**config.mk**
```make
export PLATFORM = sky130hd
export DESIGN_NAME = tone_generator_multi
export DESIGN_NICKNAME = d
export VERILOG_FILES = /design/src/rtl/tone_gen_pkg.sv /design/src/rtl/tone_wave_shaper.sv /design/src/rtl/tone_generator_multi.sv
export SDC_FILE = /design/constraint.sdc
export NUM_CORES = 1
export LEC_CHECK = 0
export CAP_MARGIN = 20
export CORE_UTILIZATION = 51
export DETAILED_ROUTE_END_ITERATION = 16
export GPL_TIMING_DRIVEN = 0
export PLACE_DENSITY = 0.68
export REMOVE_ABC_BUFFERS = 1
export SLEW_MARGIN = 20
export SYNTH_ARGS = -nofsm -noshare
export SYNTH_HDL_FRONTEND = slang
export SYNTH_SLANG_ARGS = --single-unit
```
**constraint.sdc**
```tcl
create_clock -name clk -period 8 [get_ports clk]
set_clock_uncertainty 0.15 [all_clocks]
set_input_delay 2.4 -clock clk [delete_from_list [all_inputs] [get_ports clk]]
set_output_delay 2.4 -clock clk [all_outputs]
set_load 0.01 [all_outputs]
```
**src/rtl/tone_gen_pkg.sv**
```systemverilog
// Shared constants, state encoding and LFSR step for the multi-voice tone generator.
package tone_gen_pkg;

   localparam logic [1:0] CFG_FREQ = 2'd0;
   localparam logic [1:0] CFG_PW   = 2'd1;
   localparam logic [1:0] CFG_CTRL = 2'd2;

   localparam int WAVE_TRI   = 0;
   localparam int WAVE_SAW   = 1;
   localparam int WAVE_PULSE = 2;
   localparam int WAVE_NOISE = 3;
   localparam int CTRL_SYNC  = 4;
   localparam int CTRL_RING  = 5;
   localparam int CTRL_W     = 6;

   localparam int                LFSR_W    = 23;
   localparam logic [LFSR_W-1:0] LFSR_SEED = 23'h7FFFF8;

   typedef enum logic {
      ST_IDLE  = 1'b0,
      ST_SWEEP = 1'b1
   } state_t;

   // Fibonacci step: shift left, feed back taps 22 and 17.
   function automatic logic [LFSR_W-1:0] lfsr_step(input logic [LFSR_W-1:0] s);
      return {s[LFSR_W-2:0], s[22] ^ s[17]};
   endfunction

endpackage

```
**src/rtl/tone_wave_shaper.sv**
```systemverilog
// Combinational waveform stage shared by all voices: ANDs together the enabled
// triangle/saw/pulse/noise terms derived from the updated phase.
module tone_wave_shaper
   import tone_gen_pkg::*;
#(
   parameter int ACCUMULATOR_BITS = 24,
   parameter int PULSEWIDTH_BITS  = 12,
   parameter int OUTPUT_BITS      = 12
) (
   input  logic [ACCUMULATOR_BITS-1:0] i_acc,
   input  logic [PULSEWIDTH_BITS-1:0]  i_pulse_width,
   input  logic [CTRL_W-1:0]           i_ctrl,
   input  logic [LFSR_W-1:0]           i_lfsr,
   input  logic                        i_src_msb,
   output logic [OUTPUT_BITS-1:0]      o_sample
);

   localparam int MSB = ACCUMULATOR_BITS - 1;

   logic [OUTPUT_BITS-1:0] w_noise;
   logic [OUTPUT_BITS-1:0] w_pulse;
   logic [OUTPUT_BITS-1:0] w_saw;
   logic [OUTPUT_BITS-1:0] w_tri;
   logic                   w_tri_inv;
   logic [OUTPUT_BITS-1:0] w_mix;
   logic                   w_unused;

   always_comb begin
      w_noise   = i_lfsr[LFSR_W-1 -: OUTPUT_BITS];
      w_pulse   = {OUTPUT_BITS{i_acc[MSB -: PULSEWIDTH_BITS] > i_pulse_width}};
      w_saw     = i_acc[MSB -: OUTPUT_BITS];
      w_tri_inv = i_acc[MSB] ^ (i_ctrl[CTRL_RING] & i_src_msb);
      w_tri     = i_acc[MSB-1 -: OUTPUT_BITS] ^ {OUTPUT_BITS{w_tri_inv}};

      w_mix = '1;
      if (i_ctrl[WAVE_NOISE]) w_mix = w_mix & w_noise;
      if (i_ctrl[WAVE_PULSE]) w_mix = w_mix & w_pulse;
      if (i_ctrl[WAVE_SAW])   w_mix = w_mix & w_saw;
      if (i_ctrl[WAVE_TRI])   w_mix = w_mix & w_tri;

      // With no waveform selected the voice is silent rather than all-ones.
      o_sample = (i_ctrl[WAVE_NOISE:WAVE_TRI] == 4'b0000) ? '0 : w_mix;
   end

   // Low phase/LFSR bits and the sync bit are not part of the waveform.
   assign w_unused = ^{i_acc, i_lfsr, i_ctrl[CTRL_SYNC]};

endmodule

```
**src/rtl/tone_generator_multi.sv**
```systemverilog
// Time-multiplexed N-voice phase-accumulator tone generator with ring mod, noise
// and optional hard sync (enabled by defining TONE_GENERATOR_MULTI_SYNC_EN).
module tone_generator_multi
   import tone_gen_pkg::*;
#(
   parameter int VOICES           = 4,
   parameter int FREQ_BITS        = 16,
   parameter int PULSEWIDTH_BITS  = 12,
   parameter int OUTPUT_BITS      = 12,
   parameter int ACCUMULATOR_BITS = 24,
   parameter int NOISE_CLK_BIT    = 19
) (
   input  logic                       clk,
   input  logic                       rst,
   input  logic                       sample_tick,
   input  logic                       cfg_we,
   input  logic [$clog2(VOICES)-1:0]  cfg_voice,
   input  logic [1:0]                 cfg_addr,
   input  logic [FREQ_BITS-1:0]       cfg_data,
   output logic [OUTPUT_BITS-1:0]     dout,
   output logic [$clog2(VOICES)-1:0]  dout_voice,
   output logic                       dout_valid,
   output logic                       busy,
   output logic                       overrun
);

   localparam int VW  = $clog2(VOICES);
   localparam int MSB = ACCUMULATOR_BITS - 1;

   state_t                      r_state;
   state_t                      w_next_state;
   logic [VW-1:0]               r_vidx;
   logic                        w_proc;
   logic                        w_last;

   logic [ACCUMULATOR_BITS-1:0] r_acc  [VOICES];
   logic [FREQ_BITS-1:0]        r_freq [VOICES];
   logic [PULSEWIDTH_BITS-1:0]  r_pw   [VOICES];
   logic [CTRL_W-1:0]           r_ctrl [VOICES];
   logic [LFSR_W-1:0]           r_lfsr [VOICES];
   logic                        r_rise [VOICES];

   logic [VW-1:0]               w_src;
   logic [ACCUMULATOR_BITS-1:0] w_acc_old;
   logic [ACCUMULATOR_BITS-1:0] w_acc_new;
   logic                        w_sync_hit;
   logic                        w_rise;
   logic                        w_noise_clk;
   logic [LFSR_W-1:0]           w_lfsr_new;
   logic [CTRL_W-1:0]           w_ctrl;
   logic                        w_src_msb;
   logic [OUTPUT_BITS-1:0]      w_sample;

   always_ff @(posedge clk or negedge rst) begin
      if (!rst) r_state <= ST_IDLE;
      else      r_state <= w_next_state;
   end

   always_comb begin
      w_next_state = r_state;
      case (r_state)
         ST_IDLE:  if (sample_tick) w_next_state = ST_SWEEP;
         ST_SWEEP: if (w_last)      w_next_state = ST_IDLE;
         default:                   w_next_state = ST_IDLE;
      endcase
   end

   always_comb begin
      w_proc = (r_state == ST_SWEEP);
      w_last = w_proc && (r_vidx == VW'(VOICES - 1));
      busy   = w_proc;
   end

   always_ff @(posedge clk or negedge rst) begin
      if (!rst) begin
         r_vidx <= '0;
      end else if (w_proc) begin
         r_vidx <= w_last ? '0 : r_vidx + VW'(1);
      end else if (sample_tick) begin
         r_vidx <= '0;
      end
   end

   // Ticks landing mid-sweep are dropped; the flag stays up until reset.
   always_ff @(posedge clk or negedge rst) begin
      if (!rst)                          overrun <= 1'b0;
      else if (sample_tick && w_proc)    overrun <= 1'b1;
   end

   // Sync/ring source is the preceding voice; voice 0 wraps to the last voice.
   always_comb begin
      w_src       = (r_vidx == '0) ? VW'(VOICES - 1) : r_vidx - VW'(1);
      w_acc_old   = r_acc[r_vidx];
      w_ctrl      = r_ctrl[r_vidx];
      w_src_msb   = r_acc[w_src][MSB];
`ifdef TONE_GENERATOR_MULTI_SYNC_EN
      w_sync_hit  = w_ctrl[CTRL_SYNC] & r_rise[w_src];
`else
      w_sync_hit  = 1'b0;
`endif
      w_acc_new   = w_sync_hit ? '0 : w_acc_old + ACCUMULATOR_BITS'(r_freq[r_vidx]);
      w_rise      = ~w_acc_old[MSB] & w_acc_new[MSB];
      w_noise_clk = ~w_acc_old[NOISE_CLK_BIT] & w_acc_new[NOISE_CLK_BIT];
      w_lfsr_new  = w_noise_clk ? lfsr_step(r_lfsr[r_vidx]) : r_lfsr[r_vidx];
   end

`ifndef TONE_GENERATOR_MULTI_SYNC_EN
   // Rise flags are still kept so the storage matches the sync build.
   logic w_unused_sync;
   assign w_unused_sync = w_ctrl[CTRL_SYNC] & r_rise[w_src];
`endif

   tone_wave_shaper #(
      .ACCUMULATOR_BITS (ACCUMULATOR_BITS),
      .PULSEWIDTH_BITS  (PULSEWIDTH_BITS),
      .OUTPUT_BITS      (OUTPUT_BITS)
   ) u_shaper (
      .i_acc         (w_acc_new),
      .i_pulse_width (r_pw[r_vidx]),
      .i_ctrl        (w_ctrl),
      .i_lfsr        (w_lfsr_new),
      .i_src_msb     (w_src_msb),
      .o_sample      (w_sample)
   );

   // Voice state: sweep updates and config writes touch disjoint fields,
   // so the voice being processed always sees its pre-write settings.
   always_ff @(posedge clk or negedge rst) begin
      if (!rst) begin
         for (int i = 0; i < VOICES; i++) begin
            r_acc[i]  <= '0;
            r_freq[i] <= '0;
            r_pw[i]   <= '0;
            r_ctrl[i] <= '0;
            r_lfsr[i] <= LFSR_SEED;
            r_rise[i] <= 1'b0;
         end
      end else begin
         if (w_proc) begin
            r_acc[r_vidx]  <= w_acc_new;
            r_rise[r_vidx] <= w_rise;
            r_lfsr[r_vidx] <= w_lfsr_new;
         end
         if (cfg_we) begin
            case (cfg_addr)
               CFG_FREQ: r_freq[cfg_voice] <= cfg_data;
               CFG_PW:   r_pw[cfg_voice]   <= cfg_data[PULSEWIDTH_BITS-1:0];
               CFG_CTRL: r_ctrl[cfg_voice] <= cfg_data[CTRL_W-1:0];
               default:  ;
            endcase
         end
      end
   end

   always_ff @(posedge clk or negedge rst) begin
      if (!rst) begin
         dout       <= '0;
         dout_voice <= '0;
         dout_valid <= 1'b0;
      end else begin
         dout_valid <= w_proc;
         if (w_proc) begin
            dout       <= w_sample;
            dout_voice <= r_vidx;
         end
      end
   end

endmodule

```
==> results of run 1 <==
Yosys cell counts, types with 6 or more instances:
cell,n
sky130_fd_sc_hd__dfrtp_1,259
sky130_fd_sc_hd__nand2_1,177
sky130_fd_sc_hd__mux2_2,175
sky130_fd_sc_hd__o21ai_0,159
sky130_fd_sc_hd__dfstp_2,80
sky130_fd_sc_hd__mux4_2,73
sky130_fd_sc_hd__clkbuf_1,57
sky130_fd_sc_hd__ha_1,33
sky130_fd_sc_hd__inv_1,30
sky130_fd_sc_hd__mux2i_1,30
sky130_fd_sc_hd__a21oi_1,20
sky130_fd_sc_hd__buf_2,16
sky130_fd_sc_hd__xnor2_1,16
sky130_fd_sc_hd__nand3_1,15
sky130_fd_sc_hd__nand4_1,14
sky130_fd_sc_hd__nor3_1,14
sky130_fd_sc_hd__nor2_1,11
sky130_fd_sc_hd__a211oi_1,9
sky130_fd_sc_hd__a21o_1,9
sky130_fd_sc_hd__o211ai_1,9
sky130_fd_sc_hd__nand2b_1,8
sky130_fd_sc_hd__buf_1,7
sky130_fd_sc_hd__and3_1,6
per-stage QoR:
stage	instances	utilization	total power, W	TNS, ps
3_5_place_dp	1731	0.550	0.00584	0
4_1_cts	1795	0.588	0.00756	0
3_3_place_gp	1720	0.540	0.00573	-3192860
6_report	1795	0.588	0.00752	0
5_1_grt	1795	0.588	0.00801	0
2_1_floorplan	1245	-	0.00482	0
worst max-delay path by stage:
stage | startpoint | end | slack (ps) | depth (start not counted)
3_5_place_dp | r_vidx[0] | dout[6] | 1600 | 17
4_1_cts | r_vidx[0] | dout[11] | 1540 | 17
3_3_place_gp | rst | r_ctrl[2] | -10070 | 1
5_1_grt | r_vidx[0] | dout[11] | 1130 | 17
2_1_floorplan | r_vidx[0] | dout[6] | 230 | 16
6_report | r_vidx[0] | dout[11] | 1420 | 17
power by group through the flow:
stage	sequential [W]	combinational [W]	clock, W
after floorplan	0.00240	0.00242	0
after global placement	0.00252	0.00322	0
after detailed placement	0.00240	0.00345	0
after CTS	0.00237	0.00347	0.00172
after global routing	0.00242	0.00380	0.00179
final	0.00237	0.00347	0.00169
metal layers:
| metal | up-vias | part of all wire | GRT usage |
|---|---|---|---|
| li1 | 4883 | - | - |
| met1 | 5494 | 0.45 | 0.319 |
| met2 | 210 | 0.48 | 0.373 |
| met3 | 57 | 0.038 | 0.0309 |
| met4 | 0 | 0.023 | 0.0689 |
| met5 | - | 0 | 0 |
area by class of cell:
type	instances	area (µm²)	area share
well taps	435	544	0.0291
clock inverters	15	181	0.00970
inverters	30	113	0.00602
multi-input cells	876	7570	0.405
repair buffers	51	686	0.0367
flip-flops and latches	339	8590	0.459
clock buffers	49	1010	0.0541
kinds of logic after synthesis:
kind of cell,after synthesis,synth area share
XOR/XNOR,20,0.0105
AND/OR/NAND/NOR,278,0.0762
adder cells (fa/ha/maj),34,0.0261
AO/OA/AOI/OAI,260,0.0951
buffers and inverters,117,0.0305
flip-flops,339,0.517
multiplexers,284,0.245
worst reg2reg max path: stages (launching register included):
cell and delay (ps):
sky130_fd_sc_hd__dfrtp_4 750, sky130_fd_sc_hd__buf_16 330, sky130_fd_sc_hd__mux4_2 610, sky130_fd_sc_hd__ha_1 270, sky130_fd_sc_hd__fa_1 420, sky130_fd_sc_hd__a21o_1 210, sky130_fd_sc_hd__a221oi_2 500, sky130_fd_sc_hd__a311o_1 320
sky130_fd_sc_hd__a32oi_1 130, sky130_fd_sc_hd__xnor2_1 770, sky130_fd_sc_hd__inv_1 130, sky130_fd_sc_hd__ha_1 340, sky130_fd_sc_hd__o211ai_1 80, sky130_fd_sc_hd__a211o_1 260, sky130_fd_sc_hd__o2111a_1 280, sky130_fd_sc_hd__or2_4 330
sky130_fd_sc_hd__a221o_1 290, sky130_fd_sc_hd__a211oi_1 290
layout by cell type, fill, tap and decap left out, types with 5 or more instances in the layout:
cell type,n
sky130_fd_sc_hd__clkbuf_1,8
sky130_fd_sc_hd__and3_1,6
sky130_fd_sc_hd__nor2b_1,5
sky130_fd_sc_hd__a221o_1,5
sky130_fd_sc_hd__o211ai_1,9
sky130_fd_sc_hd__inv_1,30
sky130_fd_sc_hd__mux4_2,73
sky130_fd_sc_hd__a32oi_1,5
sky130_fd_sc_hd__clkbuf_16,37
sky130_fd_sc_hd__a21oi_1,20
sky130_fd_sc_hd__clkdlybuf4s50_1,39
sky130_fd_sc_hd__clkinv_2,9
sky130_fd_sc_hd__nand4_1,14
sky130_fd_sc_hd__o2111ai_1,5
sky130_fd_sc_hd__mux4_1,5
sky130_fd_sc_hd__xnor2_1,16
sky130_fd_sc_hd__a211oi_1,9
sky130_fd_sc_hd__nand2b_1,8
sky130_fd_sc_hd__nor2_1,8
sky130_fd_sc_hd__buf_16,8
sky130_fd_sc_hd__nand3_1,15
sky130_fd_sc_hd__nand2_1,173
sky130_fd_sc_hd__or3_1,5
sky130_fd_sc_hd__dfstp_2,80
sky130_fd_sc_hd__mux2_2,175
sky130_fd_sc_hd__a31oi_1,5
sky130_fd_sc_hd__nor3_1,14
sky130_fd_sc_hd__mux2i_1,29
sky130_fd_sc_hd__dfrtp_1,257
sky130_fd_sc_hd__a21o_1,9
sky130_fd_sc_hd__ha_1,32
sky130_fd_sc_hd__o21ai_0,159
flip-flops by register name, indices dropped and copies added (netlist names), 2 cells and up:
register	flops
dout	12
dout_voice	2
r_acc	96
r_ctrl	20
r_freq	64
r_lfsr	92
r_pw	48
r_vidx	2
==> summary.log, run 1 <==
qor: floorplanning.chipWidth 182 µm
qor: place.port_buffers 40
qor: pwr.p_int 0.00463 W
qor: yosys.synth.cell_area 16600 µm²
qor: timing.setup-violations-final 0
qor: yosys.synthArstFlopShare 1.00
qor: timing.finalWorstPathRequiredPeriod 6580 ps
qor: yosys.synth_largest_area_cell sky130_fd_sc_hd__dfrtp_1
qor: setup_path.timing.critical_path.slowest_cell_delay 770 ps
qor: detailed_routing.routed_wl 36.4 mm
qor: yosys.synth_cell_types 69
qor: cells_and_area.flow.area_growth_from_synthesis 12.6%
qor: pwr.powerDensity 402 nW/µm²
qor: setup_path.worst_r2r_endpoint dout[11]
qor: pwr.pwr-share-comb 0.461
qor: timing.timing.hold.ws 311 ps
qor: clock_tree.cts_setup_buffers 0
qor: yosys.synth_enable_flop_cells 0
qor: detailed_routing.vias_per_cell 5.93
qor: place.detailedPlacementHpwl 23.6 mm
qor: place.place_area 17500 µm²
qor: global_routing.via_count_of_the_first_global_routing_pass 11100
qor: setup_path.critical_path.reg2reg.startpoint r_vidx[0]
qor: yosys.synth_largest_type_area_fraction 0.390
qor: timing.timing.final.max_slew_violations 0
qor: setup_path.worst_path_most_repeated_cell sky130_fd_sc_hd__ha_1
qor: setup_path.worst-endpoint-required 8250 ps
qor: worst_hold_path.hold_depth 1
qor: run.maxCapViolations 0
qor: run_status.status finished clean
qor: timing.worst_slack 1420 ps
qor: setup_path.r2r_slack 1420 ps
qor: yosys.yosysWarnings 0
qor: yosys.dominantRegCellSynth sky130_fd_sc_hd__dfrtp_1
qor: floorplanning.pin_count 41
qor: setup_path.critPathCaptureType register
qor: place.pre_cts_ws 1600 ps
qor: detailed_routing.drtPass1Iterations 5
qor: setup_path.path_buf_inv 2
qor: clock_tree.clock_path_buffers 3
qor: global_routing.grt_start_max_net_pins 102
qor: pwr.power.share.switching 0.384
qor: yosys.synth_top_cells_by_area sky130_fd_sc_hd__dfrtp_1 (39%), sky130_fd_sc_hd__dfstp_2 (13%), sky130_fd_sc_hd__mux2_2 (12%)
qor: floorplanning.rows 65
qor: floorplanning.die-height 182 µm
qor: global_routing.track_usage 0.228
qor: setup_path.cell_type_of_the_slowest_stage_on_the_worst_timing_path sky130_fd_sc_hd__xnor2_1
qor: setup_path.cp_data_arrival_time 6830 ps
qor: clock_tree.cts.repair.resized 0
qor: place.gpl.final_weighted_congestion 0.827
qor: detailed_routing.avgRoutedWirePerCell 20.3 µm
qor: setup_path.crit_family compound AO/OA/AOI/OAI gates
qor: global_routing.grt_remaining_overflow 0
qor: floorplanning.initial_core_util 0.522
qor: detailed_routing.first_iter_violations 595
qor: yosys.synthesis.area_per_instance 12.5 µm²
qor: setup_path.startpoint_type register
qor: clock_tree.cts.root.buffer_cell sky130_fd_sc_hd__clkbuf_16
qor: yosys.synth_sequential_area_ratio 0.517
qor: clock_tree.clk_pin_slew_worst_paths 60 ps
qor: global_routing.grt_first_pass_wirelength 59.9 mm
qor: timing.hold_viol 0
qor: pwr.share_seq_of_total_power 0.315
qor: cells_and_area.antenna_cells 0
qor: pwr.power.share.clock 0.224
qor: yosys.synth_cells 1332
qor: cells_and_area.final_net_count 1392
qor: pwr.static-leakage-power 7.67 nW
qor: setup_path.r2r_cells 17
qor: timing.rsz_0062_raised_after_global_routing false
qor: floorplanning.die_area 33300 µm²
qor: cells_and_area.layout_fillers 2535
qor: timing.slew-limit-headroom 0.268
qor: cells_and_area.layout.cell_area.non_filler 18700 µm²
qor: floorplanning.core_area 31800 µm²
qor: worst_hold_path.timing.hold.worst.class reg -> reg
qor: detailed_routing.detail_route.drc_violations 0
qor: detailed_routing.ant_nets 0
qor: clock_tree.postCtsHoldBufs 0
qor: yosys.postSynthRegisterBits 339
qor: clock_tree.cts.htree.levels 2
qor: timing.maxClockFrequency 152 MHz
qor: clock_tree.cts_tree yes
qor: cells_and_area.drive_above_1_share 0.308
qor: clock_tree.clock-sinks 339
qor: worst_hold_path.hp-start overrun
qor: worst_hold_path.hold_path_end overrun
qor: global_routing.number_of_antenna_violations_at_the_first_check_in_global_routing 0
qor: pwr.power_switching 0.00289 W
qor: timing.timing_worst_slew_pin_value 1090 ps
qor: setup_path.path_max_fanout 32
qor: pwr.max-vdd-ir-drop 0.204 mV
qor: setup_path.cp_cell_sequence buf_16 -> mux4_2 -> ha_1 -> fa_1 -> a21o_1 -> a221oi_2 -> a311o_1 -> a32oi_1 -> xnor2_1 -> inv_1 -> ha_1 -> o211ai_1 -> a211o_1 -> o2111a_1 -> or2_4 -> a221o_1 -> a211oi_1
qor: clock_tree.total_cts_buffers 36
qor: setup_path.path_class reg -> reg
qor: timing.finalCritPeriodShare 0.822
qor: clock_tree.clk-insertion-delay-late 510 ps
qor: detailed_routing.routed-via-count 10600
Power figures use the tool's default switching activity.
==> run 2: changes to the inputs <==
- PLACE_DENSITY: 0.68 -> 0.7
- clock period: 8 -> 5.5 ns (I/O delays scaled with it)
==> summary.log, run 2 (same netlist as run 1, synthesis figures left out) <==
qor: detailed_routing.first_iter_violations 817
qor: detailed_routing.drtPass1Iterations 5
qor: cells_and_area.final_net_count 1412
qor: cells_and_area.largest_register_ffs 96
qor: detailed_routing.vias_per_cell 6.00
qor: floorplanning.core_area 31800 µm²
qor: place.port_buffers 40
qor: clock_tree.total_cts_buffers 37
qor: global_routing.track_usage 0.231
qor: place.dp.cells 1732
qor: cells_and_area.layout_fillers 2462
qor: timing.finalCritPeriodShare 0.967
qor: timing.setup-violations-final 0
qor: clock_tree.cts_tree yes
qor: setup_path.worst_r2r_endpoint dout[5]
qor: setup_path.r2r_slack 180 ps
qor: cells_and_area.flow.area_growth_from_synthesis 15.0%
qor: setup_path.cp_cell_sequence buf_16 -> mux4_2 -> ha_1 -> fa_1 -> a21o_1 -> a221oi_4 -> a311o_1 -> a32oi_1 -> xnor2_2 -> inv_1 -> ha_1 -> nand4_1 -> nor3_1 -> a211o_2 -> buf_4 -> a211oi_1 -> nand4_1 -> nand3_1
qor: worst_hold_path.hp-start overrun
qor: timing.timing_worst_slew_pin_value 1220 ps
qor: floorplanning.rows 65
qor: timing.maxClockFrequency 188 MHz
qor: pwr.static-leakage-power 7.84 nW
qor: global_routing.grt_remaining_overflow 0
qor: floorplanning.die_area 33300 µm²
qor: clock_tree.cts.root.buffer_cell sky130_fd_sc_hd__clkbuf_16
qor: clock_tree.clock_path_buffers 3
qor: cells_and_area.final_cells 1816
qor: detailed_routing.routed-via-count 10900
qor: timing.timing.final.max_slew_violations 0
qor: global_routing.number_of_antenna_violations_at_the_first_check_in_global_routing 0
qor: clock_tree.clock-sinks 339
qor: setup_path.cp_data_arrival_time 5610 ps
qor: setup_path.path_max_fanout 13
qor: run_status.status finished clean
qor: global_routing.grt_start_max_net_pins 94
qor: detailed_routing.avgRoutedWirePerCell 20.8 µm
qor: place.detailedPlacementHpwl 23.5 mm
qor: worst_hold_path.hold_path_end overrun
qor: cells_and_area.mostFrequentLayoutCell sky130_fd_sc_hd__dfrtp_1
qor: clock_tree.clk-insertion-delay-late 510 ps
qor: place.gpl.final_weighted_congestion 0.827
qor: setup_path.cell_type_of_the_slowest_stage_on_the_worst_timing_path sky130_fd_sc_hd__mux4_2
qor: floorplanning.initial_core_util 0.522
qor: setup_path.crit_family compound AO/OA/AOI/OAI gates
qor: clock_tree.clk_pin_slew_worst_paths 60 ps
qor: floorplanning.chipWidth 182 µm
qor: cells_and_area.drive_above_1_share 0.327
qor: clock_tree.cts.htree.levels 2
qor: setup_path.startpoint_type register
qor: setup_path.critPathCaptureType register
qor: worst_hold_path.hold_depth 1
qor: timing.finalWorstPathRequiredPeriod 5320 ps
qor: cells_and_area.top_register r_acc
qor: pwr.powerDensity 595 nW/µm²
qor: worst_hold_path.timing.hold.worst.class reg -> reg
qor: global_routing.via_count_of_the_first_global_routing_pass 11100
qor: pwr.p_total 0.0114 W
qor: cells_and_area.final_cell_mix sky130_fd_sc_hd__dfrtp_1 (257), sky130_fd_sc_hd__mux2_2 (175), sky130_fd_sc_hd__nand2_1 (173), sky130_fd_sc_hd__o21ai_0 (159), sky130_fd_sc_hd__dfstp_2 (80)
qor: detailed_routing.detail_route.drc_violations 0
qor: cells_and_area.final_core_utilization 0.601
qor: pwr.max-vdd-ir-drop 0.310 mV
qor: setup_path.r2r_cells 18
qor: run.maxCapViolations 0
qor: detailed_routing.routed_wl 37.8 mm
qor: detailed_routing.ant_nets 0
qor: floorplanning.pin_count 41
qor: cells_and_area.layout_top_registers r_acc: 96 flops, r_lfsr: 92 flops, r_freq: 64 flops
qor: setup_path.path_buf_inv 3
qor: setup_path.path_class reg -> reg
qor: setup_path.critical_path.reg2reg.startpoint r_vidx[0]
qor: timing.hold_viol 0
qor: cells_and_area.antenna_cells 0
qor: global_routing.grt_first_pass_wirelength 60.1 mm
qor: floorplanning.die-height 182 µm
qor: timing.slew-limit-headroom 0.186
qor: setup_path.timing.critical_path.slowest_cell_delay 540 ps
qor: setup_path.worst-endpoint-required 5790 ps
==> run 2: worst max-delay path by stage <==
stage	from	endpoint	slack [ps]	cells after the start
floorplan	r_vidx[0]	dout[6]	-2270	16
global placement	rst	r_ctrl[2]	-11530	1
detailed placement	r_vidx[0]	dout[6]	-930	17
CTS	r_vidx[0]	dout[6]	10	16
global route	r_vidx[0]	dout[6]	-40	17
finish	r_vidx[0]	dout[5]	180	18
==> run 2: worst register-to-register path: stages (launching register included) <==
cell and delay, ps:
sky130_fd_sc_hd__dfrtp_4 470, sky130_fd_sc_hd__buf_16 180, sky130_fd_sc_hd__mux4_2 560, sky130_fd_sc_hd__ha_1 270
sky130_fd_sc_hd__fa_1 420, sky130_fd_sc_hd__a21o_1 220, sky130_fd_sc_hd__a221oi_4 370, sky130_fd_sc_hd__a311o_1 320
sky130_fd_sc_hd__a32oi_1 170, sky130_fd_sc_hd__xnor2_2 310, sky130_fd_sc_hd__inv_1 90, sky130_fd_sc_hd__ha_1 320
sky130_fd_sc_hd__nand4_1 90, sky130_fd_sc_hd__nor3_1 50, sky130_fd_sc_hd__a211o_2 360, sky130_fd_sc_hd__buf_4 180
sky130_fd_sc_hd__a211oi_1 430, sky130_fd_sc_hd__nand4_1 150, sky130_fd_sc_hd__nand3_1 140
==> run 2: where the power goes <==
part           switching [W]  internal, W
Clock               0.000973      0.00152
Combinational        0.00309      0.00243
Sequential          0.000296      0.00306
==> run 2: final cells by class <==
class / count / area (µm²) / area share
multi-input cells: 876 / 7690 / 0.402
repair buffers: 70 / 940 / 0.0492
flip-flops and latches: 339 / 8590 / 0.450
clock buffers: 61 / 1150 / 0.0601
inverters: 30 / 113 / 0.00590
well taps: 435 / 544 / 0.0285
clock inverters: 5 / 78.8 / 0.00413
==> run 2: what timing repair did <==
item                                    4_1_cts  5_1_grt
buffers inserted                              9        7
endpoints found under the hold margin         0        0
pin swaps                                     5        6
hold buffers                                  0        0
endpoints found under the setup margin       12       12
cloned                                        1        1
gates resized for setup                      13       14
==> run 2: stage by stage <==
stage               area (µm²)  hold WS, ps  setup WS [ps]   TNS, ps
detailed placement       17500          294           -929     -9200
CTS                      18900          307           13.4         0
global route             19100          319          -44.7     -61.3
global placement         17200          288         -11530  -4174640
finish                   19100          310            181         0
floorplan                16200          292          -2270   -171650
==> run 2: layer usage <==
metal,up-vias,track usage,share of wire
met3,56,0.0305,0.045
met1,5622,0.315,0.44
met4,0,0.0703,0.019
met2,278,0.385,0.50
li1,4933,-,-
met5,-,0,0
==> run 3: changes to the inputs <==
- CORE_MARGIN: unset -> 4
==> summary.log, run 3 (same netlist as run 1, synthesis figures left out) <==
qor: run_status.status finished clean
qor: detailed_routing.routed_wl 37.3 mm
qor: cells_and_area.final_core_utilization 0.606
qor: global_routing.grt_start_max_net_pins 93
qor: cells_and_area.final_cell_mix sky130_fd_sc_hd__dfrtp_1 (257), sky130_fd_sc_hd__mux2_2 (175), sky130_fd_sc_hd__nand2_1 (173), sky130_fd_sc_hd__o21ai_0 (159), sky130_fd_sc_hd__dfstp_2 (80)
qor: setup_path.startpoint_type register
qor: floorplanning.rows 65
qor: worst_hold_path.timing.hold.worst.class reg -> reg
qor: global_routing.via_count_of_the_first_global_routing_pass 11200
qor: setup_path.critPathCaptureType register
qor: floorplanning.core_area 31900 µm²
qor: clock_tree.clk_pin_slew_worst_paths 60 ps
qor: global_routing.number_of_antenna_violations_at_the_first_check_in_global_routing 0
qor: timing.setup-violations-final 0
qor: global_routing.track_usage 0.212
qor: detailed_routing.first_iter_violations 712
qor: timing.timing.final.max_slew_violations 0
qor: detailed_routing.vias_per_cell 5.90
qor: global_routing.grt_first_pass_wirelength 61.1 mm
qor: cells_and_area.mostFrequentLayoutCell sky130_fd_sc_hd__dfrtp_1
qor: detailed_routing.avgRoutedWirePerCell 20.4 µm
qor: detailed_routing.drtPass1Iterations 7
qor: setup_path.worst-endpoint-required 5800 ps
qor: floorplanning.pin_count 41
qor: run.maxCapViolations 0
qor: place.port_buffers 40
qor: floorplanning.die-height 188 µm
qor: floorplanning.die_area 35500 µm²
qor: setup_path.path_max_fanout 11
qor: global_routing.grt_remaining_overflow 0
qor: clock_tree.clock-sinks 339
qor: cells_and_area.final_net_count 1428
qor: detailed_routing.detail_route.drc_violations 0
qor: pwr.max-vdd-ir-drop 0.278 mV
qor: cells_and_area.antenna_cells 0
qor: timing.timing_worst_slew_pin_value 1160 ps
qor: detailed_routing.met1Wirelength 16.5 mm
qor: clock_tree.total_cts_buffers 38
qor: timing.timing.hold.ws 306 ps
qor: detailed_routing.wl_met3 1.51 mm
qor: setup_path.cp_cell_sequence buf_16 -> bufbuf_16 -> mux4_2 -> ha_1 -> o21ai_0 -> a211oi_2 -> buf_4 -> nand4_1 -> a21oi_4 -> xnor2_2 -> inv_1 -> ha_1 -> nand4_1 -> a211o_1 -> o2111a_2 -> buf_4 -> a311o_1 -> o41a_1 -> nand3_1
qor: detailed_routing.detailroute.wirelength.met2 18.4 mm
qor: clock_tree.cts.root.buffer_cell sky130_fd_sc_hd__clkbuf_16
qor: timing.finalWorstPathRequiredPeriod 5340 ps
qor: cells_and_area.drive_above_1_share 0.340
qor: timing.slew-limit-headroom 0.218
qor: detailed_routing.routed-via-count 10800
qor: pwr.powerDensity 598 nW/µm²
qor: clock_tree.cts.htree.levels 2
qor: cells_and_area.layout_fillers 2525
qor: setup_path.timing.critical_path.slowest_cell_delay 570 ps
qor: setup_path.cp_data_arrival_time 5640 ps
qor: cells_and_area.flow.area_growth_from_synthesis 16.2%
qor: cells_and_area.layout.cell_area.non_filler 19300 µm²
qor: timing.maxClockFrequency 187 MHz
qor: setup_path.cell_type_of_the_slowest_stage_on_the_worst_timing_path sky130_fd_sc_hd__mux4_2
qor: clock_tree.postCtsHoldBufs 0
qor: floorplanning.initial_core_util 0.521
qor: timing.finalCritPeriodShare 0.970
qor: cells_and_area.layout_top_registers r_acc: 96 flops, r_lfsr: 92 flops, r_freq: 64 flops
qor: clock_tree.clk-insertion-delay-late 520 ps
qor: place.detailedPlacementHpwl 23.7 mm
qor: pwr.static-leakage-power 7.94 nW
qor: detailed_routing.maxUsedRoutingLayer met4
qor: place.gpl.final_weighted_congestion 0.844
qor: clock_tree.cts_tree yes
qor: clock_tree.clock_path_buffers 3
qor: cells_and_area.top_register r_acc
qor: setup_path.path_class reg -> reg
qor: floorplanning.chipWidth 188 µm
qor: detailed_routing.ant_nets 0
qor: cells_and_area.largest_register_ffs 96
qor: timing.hold_viol 0
qor: place.place_area 17500 µm²
-- run 3: path summary, 6_finish.rpt --
kind / from / end / slack [ps] / cells after the start
worst max-delay path: r_vidx[0] / dout[9] / 160 / 19
worst min-delay path: overrun / overrun / 310 / 1
worst max register to register: r_vidx[0] / dout[9] / 160 / 19
worst min register to register: overrun / overrun / 310 / 1
max in group asynchronous: rst / r_freq[57] / 2960 / 3
min in group asynchronous: rst / r_lfsr[25] / 940 / 1
-- run 3: cell type report --
type | count | area (µm²) | share of cell area
Sequential cell | 339 | 8590 | 0.445
Inverter | 30 | 113 | 0.00583
Multi-Input combinational cell | 876 | 7730 | 0.401
Clock buffer | 56 | 1130 | 0.0586
Tap cell | 435 | 544 | 0.0282
Timing Repair Buffer | 85 | 1070 | 0.0553
Clock inverter | 9 | 129 | 0.00667
-- run 3: power by group --
| group | total [W] | internal, W | switching [W] |
|---|---|---|---|
| Clock | 0.00254 | 0.00156 | 0.000973 |
| Combinational | 0.00566 | 0.00256 | 0.00310 |
| Sequential | 0.00335 | 0.00306 | 0.000296 |
| Total | 0.0115 | 0.00718 | 0.00437 |
-- run 3: through the flow --
step           setup slack, ps  instances  total power [W]  setup TNS [ps]
6_report                   163       1830           0.0115               0
5_1_grt                  -28.1       1830           0.0123           -86.5
4_1_cts                   36.9       1808           0.0113               0
3_5_place_dp              -984       1734          0.00849           -9640
3_3_place_gp            -11690       1720          0.00830        -4226520
2_1_floorplan            -2270       1245          0.00701         -171650
-- run 3: timing repair --
item                                    in CTS  in global routing
cloned                                       3                  0
resized for setup                           13                 17
setup buffers                                6                 21
pin swaps                                    3                 10
endpoints found under the setup margin      12                 12
-- run 3: worst max-delay path: cells and delay by family (launching register included) --
family | cells | cell delay [ps]
adder cells (fa/ha/maj) | 2 | 760
buffers and inverters | 5 | 950
flip-flops | 1 | 470
XOR/XNOR | 1 | 150
multiplexers | 1 | 570
AO/OA/AOI/OAI | 7 | 1830
AND/OR/NAND/NOR | 3 | 390
-- run 3: layer usage --
metal  up-vias  track usage
met4         0       0.0566
met3        69       0.0313
li1       4969            -
met5         -            0
met1      5510        0.296
met2       257        0.352
